File: src/rtl/core_pipe_cf_arbiter.sv
// Control-flow redirect arbiter: picks one of trap/exec/restart requests, holds it
// on the registered fetch bus until fetch accepts it, and counts completed redirects.
module core_pipe_cf_arbiter #(
  parameter int XL    = 63,
  parameter int CNT_W = 32
) (
  input  logic          g_clk,
  input  logic          g_reset,
  input  logic          trap_cf_valid,
  input  logic [XL:0]   trap_cf_target,
  output logic          trap_cf_ack,
  input  logic          exec_cf_valid,
  input  logic [XL:0]   exec_cf_target,
  output logic          exec_cf_ack,
  input  logic          rst_cf_valid,
  input  logic [XL:0]   rst_cf_target,
  output logic          rst_cf_ack,
  output logic          f_cf_valid,
  output logic [XL:0]   f_cf_target,
  input  logic          f_cf_ack,
  output logic [CNT_W-1:0] cf_count
);

  typedef enum logic [0:0] {IDLE, HOLD} state_t;
  typedef enum logic [1:0] {OWN_NONE, OWN_TRAP, OWN_EXEC, OWN_RST} owner_t;

  state_t            r_state;
  owner_t            r_owner;
  logic              r_valid;
  logic [XL:0]       r_target;
  logic [CNT_W-1:0]  r_count;

  logic [2:0]        w_req;
  owner_t            w_winner;
  logic [XL:0]       w_winTarget;
  logic              w_accept;

  assign w_accept = r_valid && f_cf_ack;

  // While holding, the current owner still shows valid in its ack cycle, so it is masked out.
  always_comb begin
    w_req       = {rst_cf_valid, exec_cf_valid, trap_cf_valid};
    w_winner    = OWN_NONE;
    w_winTarget = '0;
    if (r_state == HOLD) begin
      case (r_owner)
        OWN_TRAP: w_req[0] = 1'b0;
        OWN_EXEC: w_req[1] = 1'b0;
        OWN_RST:  w_req[2] = 1'b0;
        default:  w_req    = w_req;
      endcase
    end
    if (w_req[0]) begin
      w_winner    = OWN_TRAP;
      w_winTarget = trap_cf_target;
    end else if (w_req[1]) begin
      w_winner    = OWN_EXEC;
      w_winTarget = exec_cf_target;
    end else if (w_req[2]) begin
      w_winner    = OWN_RST;
      w_winTarget = rst_cf_target;
    end
  end

  always_ff @(posedge g_clk) begin
    if (g_reset) begin
      r_state  <= IDLE;
      r_owner  <= OWN_NONE;
      r_valid  <= 1'b0;
      r_target <= '0;
      r_count  <= '0;
    end else begin
      case (r_state)
        IDLE: begin
          if (w_winner != OWN_NONE) begin
            r_state  <= HOLD;
            r_owner  <= w_winner;
            r_valid  <= 1'b1;
            r_target <= w_winTarget;
          end
        end
        HOLD: begin
          if (f_cf_ack) begin
            r_count <= r_count + CNT_W'(1);
            if (w_winner != OWN_NONE) begin
              r_owner  <= w_winner;
              r_target <= w_winTarget;
            end else begin
              r_state <= IDLE;
              r_owner <= OWN_NONE;
              r_valid <= 1'b0;
            end
          end
        end
        default: begin
          r_state <= IDLE;
          r_owner <= OWN_NONE;
          r_valid <= 1'b0;
        end
      endcase
    end
  end

  assign trap_cf_ack = w_accept && (r_owner == OWN_TRAP);
  assign exec_cf_ack = w_accept && (r_owner == OWN_EXEC);
  assign rst_cf_ack  = w_accept && (r_owner == OWN_RST);

  assign f_cf_valid  = r_valid;
  assign f_cf_target = r_target;
  assign cf_count    = r_count;

endmodule
File: config.mk
export PLATFORM = sky130hd
export DESIGN_NAME = core_pipe_cf_arbiter
export DESIGN_NICKNAME = d
export VERILOG_FILES = /design/src/rtl/core_pipe_cf_arbiter.sv
export SDC_FILE = /design/constraint.sdc
export NUM_CORES = 1
export LEC_CHECK = 0
export BUFFER_PORTS_ARGS = -buffer_cell sky130_fd_sc_hd__buf_2
export CAP_MARGIN = 20
export CORE_AREA = 2 2 117 119
export DETAILED_ROUTE_END_ITERATION = 7
export DIE_AREA = 0 0 119 121
export PLACE_DENSITY = 0.74
export SYNTH_ARGS = -nofsm -noshare
export SYNTH_HDL_FRONTEND = slang
export SYNTH_SLANG_ARGS = --single-unit
File: constraint.sdc
create_clock -name g_clk -period 2.2 [get_ports g_clk]
set_input_delay 0.33 -clock g_clk [delete_from_list [all_inputs] [get_ports g_clk]]
set_output_delay 0.33 -clock g_clk [all_outputs]
set_load 0.01 [all_outputs]
* Yosys cells after proc, flatten, opt, wreduce, memory -nomap -nowiden
Index checks and enable logic that the tools add are counted.
Storage, ports and cells: register bits 100, input port bits 198, output and inout bits 100, logic and storage cells 45
Operators by class: $add $sub $neg 1, equal/unequal tests 6, mux-type cells 24, bitwise operators 1, reductions and logical operators 8
Operator list (number):
- 2-to-1 mux 64 bit | 5
- one-hot mux 64 bit (2 select lines) | 1
- adder 32 x 1 -> 32 bit, second input constant | 1
- 2-to-1 mux 2 bit | 6
- 2-to-1 mux 1 bit | 8
- inequality test 2 bit, second input constant | 3
- equality test 2 bit, second input constant | 2
- logical AND 1 bit | 4
- one-hot mux 1 bit (2 select lines) | 2
- one-hot mux 2 bit (2 select lines) | 1
- AND reduction 2 bit | 2
- 2-to-1 mux 3 bit | 1
- AND reduction 3 bit | 1
- equality test 2 x 1 -> 1 bit, second input constant | 1
- nonzero test 2 bit | 1
- inverter 1 bit | 1

* Logic depth before layout (Yosys ltp)
Gate-level depths: netlist of run 1.
depth after elaboration 10, mapped depth 7, mapped depth without buffers 5

* Worst setup path before layout of run 1
No wires, ideal clock.
path type input to register, start point input port f_cf_ack, end point register r_count[29] (netlist: cf_count[29]), library setup time 0.121 ns, arrival time 1.835 ns, path slack 0.244 ns, stages on the path 6, cells stage by stage buf_4 nand4_2 or4_1 buf_2 nor4_1 mux2_2
Between the ends: word-level cells in the longest chain between the ends 1
RTL lines:
- start, declared | RTL line 20 | input logic f_cf_ack,
- AND reduction 2 bit (no source line)
- end signal, assigned | RTL line 84 | r_count <= r_count + CNT_W'(1);
- end, declared | RTL line 31 | logic [CNT_W-1:0] r_count;
No other way between the ends. A chain may end at the register's enable or synchronous reset.

* Worst setup path after layout of run 1
start point register r_count[17] (netlist: cf_count[17]), end point register r_count[28] (netlist: cf_count[28])
Between the ends: word-level cells in the longest chain between the ends 1
RTL lines (RTL line):
- adder 32 x 1 -> 32 bit | 84
No other way between the ends.

==> results of run 1 <==
[path summary, 6_finish.rpt]
check	to	cells past startpoint
worst max-delay path	cf_count[28]	4
worst min-delay path	r_state	3
worst max register to register	cf_count[28]	4
worst min register to register	f_cf_target[45]	1
[cell families (layout without fill, tap and decap cells)]
group                      count (synthesis)  count (layout)  synth area share
DFF                                      100             100             0.397
buffers and inverters                     63             353            0.0536
adders and majority gates                  1               1           0.00248
xor gates and xnor gates                  11              11            0.0191
muxes                                      3               3           0.00621
AOI/OAI and AO/OA                        184             184             0.323
other                                      0               4                 0
and+or+nand+nor                          167             168             0.199
[per-layer routing]
layer	GRT usage	part of all wire	vias up	wire, microns
met5	0	0.00093	-	16
met4	0.0975	0.026	2	451
met3	0.0451	0.063	30	1070
met2	0.383	0.50	231	8510
met1	0.270	0.41	2630	7130
li1	-	-	2692	-
[cells in the mapped netlist (all sizes together), types with 8 or more instances]
library cell | number | share of area
o21ai | 11 | 0.011
o31ai | 11 | 0.016
nand4 | 12 | 0.016
dfxtp | 100 | 0.40
nand2b | 65 | 0.081
inv | 8 | 0.0060
nand3 | 14 | 0.015
buf | 25 | 0.025
or4 | 13 | 0.019
a21oi | 24 | 0.024
a221o | 64 | 0.13
nand2 | 15 | 0.011
nor2 | 15 | 0.011
clkbuf | 30 | 0.023
a32o | 64 | 0.13
[layout make-up]
| cell class | instances | area [sq um] | share of cell area |
|---|---|---|---|
| antenna | 4 | 10.0 | 0.00139 |
| clock buffer | 11 | 243 | 0.0336 |
| clock inverter | 5 | 82.6 | 0.0114 |
| inverter | 8 | 30.0 | 0.00416 |
| multi-input combinational | 367 | 2810 | 0.389 |
| sequential | 100 | 2000 | 0.277 |
| tap | 176 | 220 | 0.0305 |
| timing repair buffer | 329 | 1830 | 0.253 |
[cell usage in the layout, fill, tap and decap left out, drive strengths merged, types with 12 or more instances in the layout]
cell and instances:
or4 13, nand2 15, nand2b 65, a221o 64, nand3 14, a21oi 24, buf 329, a32o 64
dfxtp 100, nor2 15, nand4 12
[state kept, by name, summed over array words and instances (netlist names)]
signal and cells:
f_cf_target 64, cf_count 32, r_owner 2, f_cf_valid 1, r_state 1
[metrics by stage]
step	instance area [sq um]	utilization
2_1_floorplan	5040	-
3_3_place_gp	6880	0.525
3_5_place_dp	6880	0.525
4_1_cts	7200	0.550
5_1_grt	7220	0.552
6_report	7220	0.552
[critical path: stages (launching register included)]
cell     delay (ns)
dfxtp_1        0.41
nand4_1        0.20
or4_1          0.70
or4_1          0.51
a21oi_1        0.15
[power groups by stage]
stage / clock network, mW / logic (mW) / registers, mW
2_1_floorplan: 0 / 0.478 / 2.12
3_3_place_gp: 0 / 1.02 / 2.06
3_5_place_dp: 0 / 1.03 / 2.06
4_1_cts: 1.78 / 1.03 / 2.02
5_1_grt: 1.83 / 1.12 / 2.04
6_report: 1.73 / 1.03 / 2.02
[repair_timing]
action                                  in CTS  in global routing
buffers inserted                             0                  0
gates resized for setup                      0                  1
pin swaps                                    1                  1
cloned                                       0                  1
endpoints found under the setup margin      12                 46
hold buffers                                 0                  0
==> impl_metrics.csv, run 1 <==
group,metric,value,unit
route,routed_wl,17200,microns
yosys,synthFlopType,"dfxtp_1",
timing,fin_hold_ws,0.304,ns
grt,grt_max_degree,55,
timing,grt_setup_unrepaired,"no",
worst_hold_path,hp-start,"g_reset",
timing,slew_violations,0,
power_and_ir_drop,net-switching-power,1.27,mW
grt,overflow,0,
worst_setup_path,reg2reg_from,"cf_count[17]",
cells_and_area,area.growth.synth_to_final,43.4,%
grt,antenna_found_initial,5,
power_and_ir_drop,seq_power_share,0.423,
worst_setup_path,cp-start-kind,"register",
yosys,syn_area_per_cell,9.52,sq um
place,dp.cells,979,
worst_setup_path,path_class,"register to register",
timing,fin_crit_sh,0.932,
cells_and_area,layout.nets,1014,
place,io_buffers,297,
worst_setup_path,arrival,2.32,ns
clock_tree,htree_levels,3,
yosys,yosys_warnings,0,
cells_and_area,drive_gt1_frac,0.433,
route,remaining_drc_errors,0,
clock_tree,clk_pin_slew_worst_paths,0.07,ns
die,die_y,121,microns
timing,setup_viol,0,
die,ios,298,
worst_setup_path,r2r_slack,0.15,ns
run,cap_violations,0,
power_and_ir_drop,p_leak,3.20,nW
die,die_x,119,microns
cells_and_area,nFillCells,1227,
die,initial_core_util,0.385,
grt,grt_pass1_vias,5243,
yosys,seq_area_frac_synth,0.397,
clock_tree,clk_path_buf_depth,2,
die,row_count,42,
power_and_ir_drop,p_clk_frac,0.362,
route,drt_iter0_drc,414,
route,vias_per_cell,5.59,
worst_setup_path,end_kind,"register",
power_and_ir_drop,internal_power,3.51,mW
die,die-area,14400,sq um
clock_tree,cts-root-buf,"clkbuf_16",
yosys,async_flop_share,0,
clock_tree,clock_latency,0.35,ns
worst_setup_path,startpoint,"cf_count[17]",
clock_tree,cts_made_buffers,9,
timing,relSlewSlack,0.425,
power_and_ir_drop,power,4.78,mW
power_and_ir_drop,worst_ir_drop_vdd,322,uV
yosys,synth.distinct_cells,48,
yosys,yosys_register_bits,100,
power_and_ir_drop,cellPowerDensity,661,nW/um^2
route,drt-pass1-iter-count,5,
timing,finClkSkew,0.0110,ns
timing,fmax,0.488,GHz
grt,grt_pass1_wl,25800,microns
clock_tree,cts_tree,"built",
route,num_vias,5585,
die,core_region_area,13100,sq um
run_status,status,"completed",
place,gp_congestion,0.897,
worst_hold_path,hold_class,"input port to register",
timing,setup_ws,0.149,ns
worst_setup_path,critPathMaxFanout,10,
clock_tree,cts_sinks,100,
yosys,synthesis.nets,728,
power_and_ir_drop,switching_share,0.266,
grt,grtUsageTotal,0.223,
route,drtAntennaViolNets,0,
yosys,synthCells,529,
timing,min_period,2.05,ns
route,wl_per_cell,17.2,microns
timing,worst_pin_slew,0.856,ns
place,post-place-ws,-0.0874,ns
power_and_ir_drop,combPwrFrac,0.215,
yosys,synth_edf_count,0,
yosys,synth_area,5040,sq um
cells_and_area,stdcell_count,1000,
timing,finalHoldViolations,0,
place,dpl.hpwl,12800,microns
worst_setup_path,crit_required,2.47,ns
timing,fin_setup_tns,0,ns
Power figures use the tool's default switching activity.
==> inputs of run 2 (changes only) <==
--- a/config.mk
+++ b/config.mk
@@ -11,6 +11,7 @@
 export DETAILED_ROUTE_END_ITERATION = 7
 export DIE_AREA = 0 0 119 121
 export PLACE_DENSITY = 0.74
+export RECOVER_POWER = 100
 export SYNTH_ARGS = -nofsm -noshare
 export SYNTH_HDL_FRONTEND = slang
 export SYNTH_SLANG_ARGS = --single-unit
==> run 2 against run 1 <==
Non-clock buffer count did not move. Sequential share of layout area rose by 0.62 points. Hold slack got worse by 0.0032 ns. Wire length fell by 0.14%. Largest power group unchanged. Final cell count did not move.
==> impl_metrics.csv, run 2 (synthesized netlist as in run 1, its figures left out) <==
group,metric,value,unit
run_status,status,"completed",
worst_setup_path,startpoint,"cf_count[17]",
worst_setup_path,path_cells,"nand4_1 > or4_1 > or4_1 > a21oi_1",
place,io_buffers,297,
grt,grt_max_degree,55,
cells_and_area,drive_gt1_frac,0.304,
worst_hold_path,hold_class,"input port to register",
cells_and_area,multi_input_area,2800,sq um
place,dpl.hpwl,12800,microns
cells_and_area,seq_area,2000,sq um
clock_tree,clk_path_buf_depth,2,
worst_setup_path,reg2reg_depth,4,
timing,fin_hold_ws,0.301,ns
cells_and_area,layout.nets,1014,
timing,fin_crit_sh,0.946,
worst_setup_path,path_class,"register to register",
worst_setup_path,cpPeakStageDelay,0.71,ns
run,cap_violations,0,
worst_setup_path,rr_endpoint,"cf_count[28]",
die,core_region_area,13100,sq um
clock_tree,clock_latency,0.35,ns
power_and_ir_drop,cellPowerDensity,671,nW/um^2
power_and_ir_drop,power,4.74,mW
route,remaining_drc_errors,0,
timing,relSlewSlack,0.460,
clock_tree,ctsHoldBuffers,0,
power_and_ir_drop,p_leak,2.78,nW
worst_setup_path,crit_slowest_cell,"or4_1",
worst_setup_path,reg2reg_from,"cf_count[17]",
cells_and_area,stdcell_count,1000,
place,dp.cells,979,
cells_and_area,area.growth.synth_to_final,40.3,%
worst_setup_path,critPathMaxFanout,10,
place,post-place-ws,-0.0874,ns
die,die-area,14400,sq um
grt,grtUsageTotal,0.223,
timing,setup_ws,0.118,ns
clock_tree,clk_pin_slew_worst_paths,0.07,ns
place,gp_congestion,0.897,
worst_setup_path,crit_top_cell,"or4_1",
worst_setup_path,r2r_slack,0.12,ns
die,die_y,121,microns
timing,fmax,0.480,GHz
route,drtAntennaViolNets,0,
clock_tree,htree_levels,3,
timing,finalHoldViolations,0,
grt,overflow,0,
die,ios,298,
route,num_vias,5586,
clock_tree,cts_sinks,100,
clock_tree,cts_tree,"built",
cells_and_area,final_common_cell,"buf_2",
cells_and_area,largest_register_ffs,64,
cells_and_area,layout_common_cells,"199 x buf_2, 106 x clkbuf_1, 100 x dfxtp_1, 65 x nand2b_1",
grt,grt_pass1_wl,25800,microns
worst_setup_path,arrival,2.35,ns
cells_and_area,final_core_util,0.540,
timing,min_period,2.08,ns
clock_tree,cts_made_buffers,9,
die,row_count,42,
route,drt-pass1-iter-count,5,
route,wl_per_cell,17.2,microns
worst_setup_path,crit_required,2.47,ns
timing,grt_setup_unrepaired,"no",
power_and_ir_drop,worst_ir_drop_vdd,322,uV
route,drt_iter0_drc,446,
clock_tree,cts-root-buf,"clkbuf_16",
worst_setup_path,end_kind,"register",
timing,finClkSkew,0.0107,ns
cells_and_area,nFillCells,1291,
die,initial_core_util,0.385,
timing,fin_setup_tns,0,ns
timing,worst_pin_slew,0.804,ns
timing,slew_violations,0,
cells_and_area,postLayoutCellArea,7070,sq um
worst_setup_path,cp-start-kind,"register",
die,die_x,119,microns
route,vias_per_cell,5.59,
worst_setup_path,endpoint,"cf_count[28]",
grt,grt_pass1_vias,5243,
place,placed_area,6880,sq um
grt,antenna_found_initial,5,
route,routed_wl,17200,microns
timing,setup_viol,0,
[run 2: changes by cell type in the layout (fill, tap and decap cells not counted)]
cell	delta
clkbuf_1	+105
buf_2	-98
buf_4	-9
and2_0	+1
and2_1	-1
clkbuf_2	+1
clkbuf_4	+1
nand4_1	+1
nand4_2	-1
[run 2: final cells by class]
cell class / count / area share
Multi-Input combinational cell: 367 / 0.397
Sequential cell: 100 / 0.283
Timing Repair Buffer: 329 / 0.237
Clock buffer: 11 / 0.0343
Tap cell: 176 / 0.0312
Clock inverter: 5 / 0.0117
Inverter: 8 / 0.00425
Antenna cell: 4 / 0.00142
[run 2: how the worst min path moves through the flow]
stage / slack (ns) / cells past startpoint / start / to
after floorplan: 0.50 / 2 / cf_count[31] / cf_count[31]
after global placement: 0.44 / 1 / f_cf_target[9] / f_cf_target[9]
after detailed placement: 0.45 / 1 / f_cf_target[45] / f_cf_target[45]
after CTS: 0.30 / 3 / g_reset / r_state
after global routing: 0.31 / 3 / g_reset / r_state
final: 0.30 / 3 / g_reset / r_state
[run 2: power breakdown]
part / internal [mW] / total (mW) / switching (mW)
Combinational: 0.484 / 0.989 / 0.504
Clock: 1.04 / 1.73 / 0.697
Sequential: 1.95 / 2.02 / 0.0748
[run 2: repair_timing]
item                                    CTS  global route
endpoints found under the setup margin   12            46
gates cloned                              0             1
pin swaps                                 1             1
endpoints found under the hold margin     0             0
setup buffers                             0             0
resized for setup                         0             1
[run 2: critical path, delay by kind of cell, from the launching register on]
family / cells / cell delay [ns]
and+or+nand+nor: 3 / 1.44
DFF: 1 / 0.42
AOI/OAI and AO/OA: 1 / 0.15
[run 2: routing by layer]
metal  GRT usage  share of wire  vias up
met5           0        0.00058        -
met4      0.0975          0.024        2
met3      0.0451          0.058       28
met2       0.383           0.50      203
met1       0.270           0.42     2658
li1            -              -     2695
==> inputs of run 3 (changes only) <==
==> constraint.sdc (replaced) <==
create_clock -name g_clk -period 2.4 [get_ports g_clk]
set_input_delay 0.36 -clock g_clk [delete_from_list [all_inputs] [get_ports g_clk]]
set_output_delay 0.36 -clock g_clk [all_outputs]
set_load 0.01 [all_outputs]
==> run 3 against run 2 <==
Power decreased by 11%. Fmax is 5.5% lower. Sequential cell count stayed put. Critical endpoint is now cf_count[29].
==> impl_metrics.csv, run 3 (synthesized netlist as in run 1, its figures left out) <==
group,metric,value,unit
grt,grtUsageTotal,0.222,
route,remaining_drc_errors,0,
worst_setup_path,cp-start-kind,"register",
die,initial_core_util,0.385,
route,vias_per_cell,5.60,
route,routed_wl,16700,microns
route,num_vias,5546,
power_and_ir_drop,cellPowerDensity,602,nW/um^2
grt,grt_pass1_wl,25600,microns
timing,min_period,2.20,ns
power_and_ir_drop,p_leak,2.74,nW
cells_and_area,drive_gt1_frac,0.302,
place,placed_area,6850,sq um
grt,antenna_found_initial,1,
cells_and_area,final_common_cell,"buf_2",
clock_tree,cts_sinks,100,
die,die_y,121,microns
clock_tree,postCtsSetupRepairBufs,0,
cells_and_area,postLayoutCellArea,6990,sq um
die,die_x,119,microns
cells_and_area,layout.nets,1008,
timing,fin_crit_sh,0.918,
timing,grt_setup_unrepaired,"no",
clock_tree,htree_levels,3,
worst_hold_path,hold_class,"input port to register",
worst_setup_path,critPathMaxFanout,9,
clock_tree,cts-root-buf,"clkbuf_16",
timing,relSlewSlack,0.451,
place,io_buffers,297,
worst_setup_path,path_class,"register to register",
route,drt-pass1-iter-count,4,
timing,finClkSkew,0.00821,ns
grt,overflow,0,
clock_tree,cts_made_buffers,9,
place,dpl.hpwl,12600,microns
clock_tree,cts_tree,"built",
grt,grt_pass1_vias,5086,
power_and_ir_drop,worst_ir_drop_vdd,413,uV
place,gp_congestion,0.850,
cells_and_area,largest_register_ffs,64,
cells_and_area,area.growth.synth_to_final,38.8,%
timing,slew_violations,0,
timing,setup_viol,0,
clock_tree,clock_latency,0.34,ns
run,cap_violations,0,
worst_setup_path,crit_required,2.63,ns
clock_tree,clk_path_buf_depth,2,
die,core_region_area,13100,sq um
cells_and_area,layout_common_cells,"197 x buf_2, 102 x clkbuf_1, 100 x dfxtp_1, 65 x nand2b_1",
die,ios,298,
clock_tree,clk_pin_slew_worst_paths,0.07,ns
run_status,status,"completed",
route,drt_iter0_drc,396,
grt,grt_max_degree,65,
timing,fmax,0.454,GHz
die,row_count,42,
worst_setup_path,end_kind,"register",
route,wl_per_cell,16.9,microns
die,die-area,14400,sq um
clock_tree,ctsHoldBuffers,0,
timing,worst_pin_slew,0.822,ns
worst_setup_path,arrival,2.43,ns
clock_tree,cts_resized,0,
timing,finalHoldViolations,0,
timing,fin_hold_ws,0.348,ns
route,drtAntennaViolNets,0,
run 3: path summary, 6_finish.rpt:
| kind | from | endpoint | slack, ns | cells past startpoint |
|---|---|---|---|---|
| worst max-delay path | r_state | cf_count[29] | 0.20 | 5 |
| worst min-delay path | trap_cf_target[35] | f_cf_target[35] | 0.35 | 3 |
| worst max register to register | r_state | cf_count[29] | 0.20 | 5 |
| worst min register to register | f_cf_target[8] | f_cf_target[8] | 0.46 | 1 |
run 3: area by class of cell:
cell class,count,area (sq um)
inverter,8,30.0
clock buffer,9,225
clock inverter,7,66.3
tap,176,220
sequential,100,2000
timing repair buffer,324,1660
multi-input combinational,366,2790
antenna,1,2.50
fill,1292,6090
run 3: metrics by stage:
step | setup WS, ns | TNS, ns | util | instances | power, mW
after floorplan | 0.414 | 0 | - | 529 | 2.38
after global placement | -0.0162 | -0.514 | 0.521 | 973 | 2.82
after detailed placement | 0.164 | 0 | 0.523 | 974 | 2.84
after CTS | 0.260 | 0 | 0.545 | 990 | 4.29
after global routing | 0.0759 | 0 | 0.534 | 991 | 4.40
final | 0.198 | 0 | 0.534 | 991 | 4.21
run 3: per-layer routing:
metal / track usage / part of all wire
met1: 0.275 / 0.41
met2: 0.378 / 0.51
met3: 0.0446 / 0.061
met4: 0.0863 / 0.020
met5: 0 / 0
run 3: where the power goes:
part	switching (mW)	internal, mW
combinational	0.461	0.444
clock	0.643	0.805
sequential	0.0695	1.79
run 3: critical path: stages, from the launching register on:
cell and delay [ns]:
dfxtp_1 0.34, buf_4 0.16, nand4_1 0.18, or4_1 0.72, nor4_1 0.32, mux2_2 0.38
